`config.mk`:
```
export PLATFORM = sky130hd
export DESIGN_NAME = adder_driver
export DESIGN_NICKNAME = d
export VERILOG_FILES = /design/src/rtl/adder_driver.sv
export SDC_FILE = /design/constraint.sdc
export NUM_CORES = 1
export LEC_CHECK = 0
export BUFFER_PORTS_ARGS = -buffer_cell sky130_fd_sc_hd__buf_2
export CAP_MARGIN = 10
export CORE_MARGIN = 2
export CORE_UTILIZATION = 62
export DETAILED_ROUTE_END_ITERATION = 12
export PLACE_DENSITY = 0.95
export SLEW_MARGIN = 20
export SYNTH_ARGS = -nofsm -noshare
export SYNTH_HDL_FRONTEND = slang
export SYNTH_SLANG_ARGS = --single-unit
```
`constraint.sdc`:
```
create_clock -name clk -period 7.1 [get_ports clk]
set_clock_uncertainty 0.05 [all_clocks]
set_input_delay 1.42 -clock clk [delete_from_list [all_inputs] [get_ports clk]]
set_output_delay 1.42 -clock clk [all_outputs]
set_load 0.1 [all_outputs]
```
`src/rtl/adder_driver.sv`:
```
// ============================================================================
// adder_driver: buffers operand triples, drives them onto an adder for SETTLE
// cycles, samples and checks the result, and presents it on a valid/ready port.
// Revision: 1.0
// ============================================================================
`default_nettype none

module adder_driver #(
  parameter int N_BIT  = 32,
  parameter int DEPTH  = 4,
  parameter int SETTLE = 2
) (
  input  logic             clk,
  input  logic             rst,
  input  logic             in_valid,
  output logic             in_ready,
  input  logic [N_BIT-1:0] in_a,
  input  logic [N_BIT-1:0] in_b,
  input  logic             in_cin,
  output logic [N_BIT-1:0] adder_a,
  output logic [N_BIT-1:0] adder_b,
  output logic             adder_cin,
  input  logic [N_BIT-1:0] adder_sum,
  input  logic             adder_cout,
  output logic             out_valid,
  input  logic             out_ready,
  output logic [N_BIT-1:0] out_sum,
  output logic             out_cout,
  output logic             out_mismatch,
  output logic [15:0]      err_count
);

  localparam int AW = $clog2(DEPTH);
  localparam int CW = (SETTLE > 1) ? $clog2(SETTLE) : 1;
  localparam int EW = 2 * N_BIT + 1;

  typedef enum logic [1:0] {
    S_IDLE  = 2'd0,
    S_DRIVE = 2'd1,
    S_HOLD  = 2'd2
  } state_t;

  state_t            state_q, state_d;
  logic [CW-1:0]     cnt_q, cnt_d;
  logic [N_BIT-1:0]  a_q, a_d, b_q, b_d, sum_q, sum_d;
  logic              cin_q, cin_d, cout_q, cout_d;
  logic              valid_q, valid_d, mis_q, mis_d;
  logic [15:0]       err_count_q, err_count_d;

  logic [EW-1:0]     mem_q [DEPTH];
  logic [AW:0]       wr_ptr_q, rd_ptr_q;
  logic              full_w, empty_w, push_w, pop_w;
  logic [EW-1:0]     head_w;
  logic [N_BIT:0]    ref_w;

  // Full when the pointers differ only in the wrap bit.
  assign full_w  = (wr_ptr_q[AW] != rd_ptr_q[AW]) &&
                   (wr_ptr_q[AW-1:0] == rd_ptr_q[AW-1:0]);
  assign empty_w = (wr_ptr_q == rd_ptr_q);
  assign in_ready = !full_w;
  assign push_w  = in_valid && !full_w;
  assign pop_w   = (state_q == S_IDLE) && !empty_w;
  assign head_w  = mem_q[rd_ptr_q[AW-1:0]];

  assign ref_w = {1'b0, a_q} + {1'b0, b_q} + {{N_BIT{1'b0}}, cin_q};

  always_ff @(posedge clk) begin
    if (push_w) mem_q[wr_ptr_q[AW-1:0]] <= {in_cin, in_b, in_a};
  end

  always_ff @(posedge clk or posedge rst) begin
    if (rst) begin
      wr_ptr_q    <= '0;
      rd_ptr_q    <= '0;
      state_q     <= S_IDLE;
      cnt_q       <= '0;
      a_q         <= '0;
      b_q         <= '0;
      cin_q       <= 1'b0;
      sum_q       <= '0;
      cout_q      <= 1'b0;
      valid_q     <= 1'b0;
      mis_q       <= 1'b0;
      err_count_q <= '0;
    end else begin
      if (push_w) wr_ptr_q <= wr_ptr_q + 1'b1;
      if (pop_w)  rd_ptr_q <= rd_ptr_q + 1'b1;
      state_q     <= state_d;
      cnt_q       <= cnt_d;
      a_q         <= a_d;
      b_q         <= b_d;
      cin_q       <= cin_d;
      sum_q       <= sum_d;
      cout_q      <= cout_d;
      valid_q     <= valid_d;
      mis_q       <= mis_d;
      err_count_q <= err_count_d;
    end
  end

  always_comb begin
    state_d     = state_q;
    cnt_d       = cnt_q;
    a_d         = a_q;
    b_d         = b_q;
    cin_d       = cin_q;
    sum_d       = sum_q;
    cout_d      = cout_q;
    valid_d     = valid_q;
    mis_d       = mis_q;
    err_count_d = err_count_q;
    case (state_q)
      S_IDLE: begin
        if (!empty_w) begin
          a_d     = head_w[N_BIT-1:0];
          b_d     = head_w[2*N_BIT-1:N_BIT];
          cin_d   = head_w[2*N_BIT];
          cnt_d   = CW'(SETTLE - 1);
          state_d = S_DRIVE;
        end
      end
      S_DRIVE: begin
        if (cnt_q != '0) begin
          cnt_d = cnt_q - 1'b1;
        end else begin
          sum_d   = adder_sum;
          cout_d  = adder_cout;
          mis_d   = ({adder_cout, adder_sum} != ref_w);
          valid_d = 1'b1;
          if (({adder_cout, adder_sum} != ref_w) && (err_count_q != 16'hFFFF))
            err_count_d = err_count_q + 16'd1;
          state_d = S_HOLD;
        end
      end
      S_HOLD: begin
        if (valid_q && out_ready) begin
          valid_d = 1'b0;
          state_d = S_IDLE;
        end
      end
      default: state_d = S_IDLE;
    endcase
  end

  assign adder_a      = a_q;
  assign adder_b      = b_q;
  assign adder_cin    = cin_q;
  assign out_valid    = valid_q;
  assign out_sum      = sum_q;
  assign out_cout     = cout_q;
  assign out_mismatch = mis_q;
  assign err_count    = err_count_q;

endmodule

`default_nettype wire
```
==> summary.txt <==
STATUS
---------------------------------------------------------------------------------
Outcome ............................................................    completed

FLOORPLAN
---------------------------------------------------------------------------------
Number of rows in the core area ....................................           60
Standard cell core area ............................................  26800 sq um
Chip Width .........................................................       169 um
Initial standard-cell utilization of the core ......................        62.9%
Die outline area ...................................................  28500 sq um
Y dimension of the die .............................................       169 um
Count of boundary I/O pins .........................................          219

PLACE
---------------------------------------------------------------------------------
Number of I/O port buffers .........................................          218
Number of placed instances, taps included ..........................         1641
GPL Wtd Cong .......................................................        0.943
Pre-CTS WS .........................................................      2.47 ns
Final HPWL DP ......................................................     29600 um

STA
---------------------------------------------------------------------------------
Final-layout setup total negative slack ............................         0 ns
Final count of pins violating max slew .............................            0
Relative slew margins ..............................................        28.0%
Setup repair after global routing missed its margin ................           no
Fmax ...............................................................      224 MHz
Slew at the pin with the worst max-slew slack ......................      1.08 ns
Min setup slack post-route .........................................      2.64 ns
Number of hold violations in the final report ......................            0
Crit share post-route ..............................................        62.9%
Fin crit period ....................................................      4.46 ns
Finish-stage setup viols ...........................................            0

WORST SETUP PATH
---------------------------------------------------------------------------------
Max Fanout on Critical Path ........................................           16
Kind of start point of the critical path ...........................     register
Data arrival time of the critical path .............................      4.81 ns
Path type of the worst setup path .................................. register to register
Required time at the worst-slack endpoint ..........................      7.45 ns
Sort of element at the end of the critical path ....................     register

CLOCKING
---------------------------------------------------------------------------------
TritonCTS clock tree ...............................................        built
Library cell used as clock root buffer ............................. sky130_fd_sc_hd__clkbuf_16
Resized cells post-CTS .............................................            0
Clock buffer depth .................................................            3
Hold Buf Count CTS .................................................            0
Number of buffers added for setup after CTS ........................            0
Sink Count .........................................................          385
Deepest level of the CTS H-tree ....................................            2
Total CTS buffers ..................................................           39
Clock insertion delay at the later pin of the skew report ..........      0.53 ns
Register clock-pin slew on the reported worst setup and hold paths .      0.06 ns

PWR
---------------------------------------------------------------------------------
Power per Cell Area ................................................  271 nW/um^2
Fraction of power consumed by combinational cells ..................         9.0%
Overall power of the completed layout ..............................      5.29 mW
Power Internal .....................................................      4.03 mW
Static leakage .....................................................      7.80 nW
Part of the power in the clock network .............................        37.7%
Sequential share of power ..........................................        53.3%
Sw Ratio ...........................................................        23.7%
Max rail drop VDD ..................................................     0.262 mV
Switching power ....................................................      1.25 mW

SYNTH
---------------------------------------------------------------------------------
Predominant post-synthesis flop cell ............................... sky130_fd_sc_hd__edfxtp_1
Total of warnings raised by yosys ..................................            0
Seq/Total Area, Yosys ..............................................        64.8%
Total nets after synthesis .........................................         1260
Combined area of all synthesized cells .............................  16900 sq um
#FFs+latches synth .................................................          385
Ranking of synthesized cells by area ............................... sky130_fd_sc_hd__edfxtp_1 46%, sky130_fd_sc_hd__dfrtp_1 19%, sky130_fd_sc_hd__mux4_2 8.7%
Post-Synthesis Mean Instance Area ..................................   15.1 sq um
Number of enable-type register cells in the synthesized netlist ....          260
Fraction of post-synthesis cell area in the top cell type by area ..        46.3%
Asr flop ratio synth ...............................................        32.5%
Biggest area consumer among synthesized cells ...................... sky130_fd_sc_hd__edfxtp_1
Mapped Cells .......................................................         1119
Yosys cell types ...................................................           67

CELLS AND AREA
---------------------------------------------------------------------------------
Post-layout utilization of the core ................................        72.9%
Cell Count, Final, Fillers Out .....................................         1715
Layout cells sized above 1 .........................................        32.4%
Number of nets in the final layout .................................         1482
Most common cell after layout, fill and taps aside ................. sky130_fd_sc_hd__edfxtp_1
Layout overhead on the synthesized area ............................        15.9%
Commonest cells after routing, fill and taps aside ................. 260 x sky130_fd_sc_hd__edfxtp_1, 218 x sky130_fd_sc_hd__buf_2, 150 x sky130_fd_sc_hd__nand2_1, 123 x sky130_fd_sc_hd__dfrtp_1, 66 x sky130_fd_sc_hd__mux2_2

GLOBAL ROUTING
---------------------------------------------------------------------------------
Remaining global-route overflow ....................................            0
Number of global-route vias before repair ..........................        11300
GRT Overall Usage ..................................................        30.8%
Wire length of the first global-routing pass .......................     66100 um
Maximum number of pins on one net before global-route repair .......           72
Antenna violations before repair ...................................            3

ROUTING
---------------------------------------------------------------------------------
Final wirelength ...................................................     43600 um
Number of iterations in the first detailed-routing pass ............            5
Via/cell ratio .....................................................         6.43
Drc violations .....................................................            0
DRT antenna net count ..............................................            0
Count of vias placed by the detailed router ........................        11000
DR iter-0 viols ....................................................         1101
Average wire per cell in the routed design .........................      25.4 um

MIN PATH
---------------------------------------------------------------------------------
Path category of the worst min-delay check ......................... register to register

FLOW RUN
---------------------------------------------------------------------------------
Total of max-cap violations ........................................            0

[metal layers]
layer | part of all wire [%] | wire [um] | vias to the layer above | GRT usage [%]
met5 | 0.037 | 16 | - | 0
met1 | 38 | 16800 | 5555 | 41.9
met2 | 49 | 21400 | 633 | 50.4
met4 | 3.6 | 1590 | 2 | 10.9
met3 | 8.7 | 3810 | 118 | 6.17
li1 | - | - | 4726 | -
[worst paths after layout]
path / startpoint / to / slack, ns / cells past startpoint
setup / recovery: adder_a[0] / err_count[1] / 2.64 / 12
hold / removal: out_sum[24] / out_sum[24] / 0.42 / 2
setup reg to reg: adder_a[0] / err_count[1] / 2.64 / 12
hold reg to reg: out_sum[24] / out_sum[24] / 0.42 / 2
max in group asynchronous: rst / rd_ptr_q[1] / 4.58 / 3
min in group asynchronous: rst / adder_a[27] / 0.98 / 2
[stage by stage]
step | cell area, sq um | hold WS (ns)
detailed placement | 18300 | 0.407
global placement | 18300 | 0.401
CTS | 19500 | 0.422
finish | 19500 | 0.421
global route | 19500 | 0.448
floorplan | 16900 | 0.410
[synth_stat cells (4+ instances only)]
library cell,n
sky130_fd_sc_hd__nand4_1,20
sky130_fd_sc_hd__o21a_1,10
sky130_fd_sc_hd__o311ai_0,4
sky130_fd_sc_hd__nor3_1,10
sky130_fd_sc_hd__o41ai_1,4
sky130_fd_sc_hd__xor2_1,26
sky130_fd_sc_hd__o21ai_0,38
sky130_fd_sc_hd__nand3_1,12
sky130_fd_sc_hd__inv_1,12
sky130_fd_sc_hd__and2_1,4
sky130_fd_sc_hd__mux4_2,65
sky130_fd_sc_hd__ha_1,37
sky130_fd_sc_hd__clkbuf_1,35
sky130_fd_sc_hd__nand3_2,6
sky130_fd_sc_hd__mux2i_1,4
sky130_fd_sc_hd__nand2b_1,5
sky130_fd_sc_hd__o211ai_1,7
sky130_fd_sc_hd__dfrtp_1,125
sky130_fd_sc_hd__a21o_1,4
sky130_fd_sc_hd__o21bai_1,4
sky130_fd_sc_hd__buf_1,6
sky130_fd_sc_hd__nand2_1,150
sky130_fd_sc_hd__a21oi_1,50
sky130_fd_sc_hd__edfxtp_1,260
sky130_fd_sc_hd__nor2_1,37
sky130_fd_sc_hd__mux2_2,66
sky130_fd_sc_hd__nor4_1,5
sky130_fd_sc_hd__xnor2_1,40
sky130_fd_sc_hd__and3_1,16
[power groups by stage]
stage	clock [mW]	combinational (mW)	sequential (mW)
6_report	1.99	0.477	2.82
3_5_place_dp	0	0.472	2.86
5_1_grt	2.09	0.508	2.84
3_3_place_gp	0	0.448	2.83
2_1_floorplan	0	0.283	2.84
4_1_cts	2.00	0.478	2.82
[registers in the layout (all words and copies together), names as in the netlist, 2 cells and up]
name and count:
rd_ptr_q 3, err_count 16, state_q 2, wr_ptr_q 3
out_sum 32, adder_a 32, mem_q 260, adder_b 32
[worst max-delay path, stage by stage (launching register included)]
cell and delay (ns):
sky130_fd_sc_hd__dfrtp_1 0.34, sky130_fd_sc_hd__inv_1 0.07, sky130_fd_sc_hd__fa_1 0.49, sky130_fd_sc_hd__nand2b_1 0.21
sky130_fd_sc_hd__a211oi_1 0.39, sky130_fd_sc_hd__o21ai_0 0.33, sky130_fd_sc_hd__a21oi_1 0.46, sky130_fd_sc_hd__mux2i_1 0.24
sky130_fd_sc_hd__or4_4 0.48, sky130_fd_sc_hd__nor4_4 0.35, sky130_fd_sc_hd__nand4_4 0.32, sky130_fd_sc_hd__nand2_1 0.23
sky130_fd_sc_hd__mux2_1 0.35
[layout make-up]
type	instances	area, sq um
inverters	12	47.5
repair buffers	228	1170
fillers	1597	7260
clock buffers	53	1080
diodes	2	5.00
clock inverters	19	171
multi-input cells	675	5710
well taps	341	427
flip-flops and latches	385	10900
[cells by family after synthesis]
kind of cell | count (synthesis) | synth area share [%]
adders and majority gates | 39 | 2.98
DFF | 385 | 64.8
muxes | 136 | 13.4
xor gates and xnor gates | 66 | 3.43
AOI/OAI and AO/OA | 153 | 6.03
buffers and inverters | 59 | 1.39
and+or+nand+nor | 281 | 7.94
Note: power is estimated with default switching activity, not from simulation.
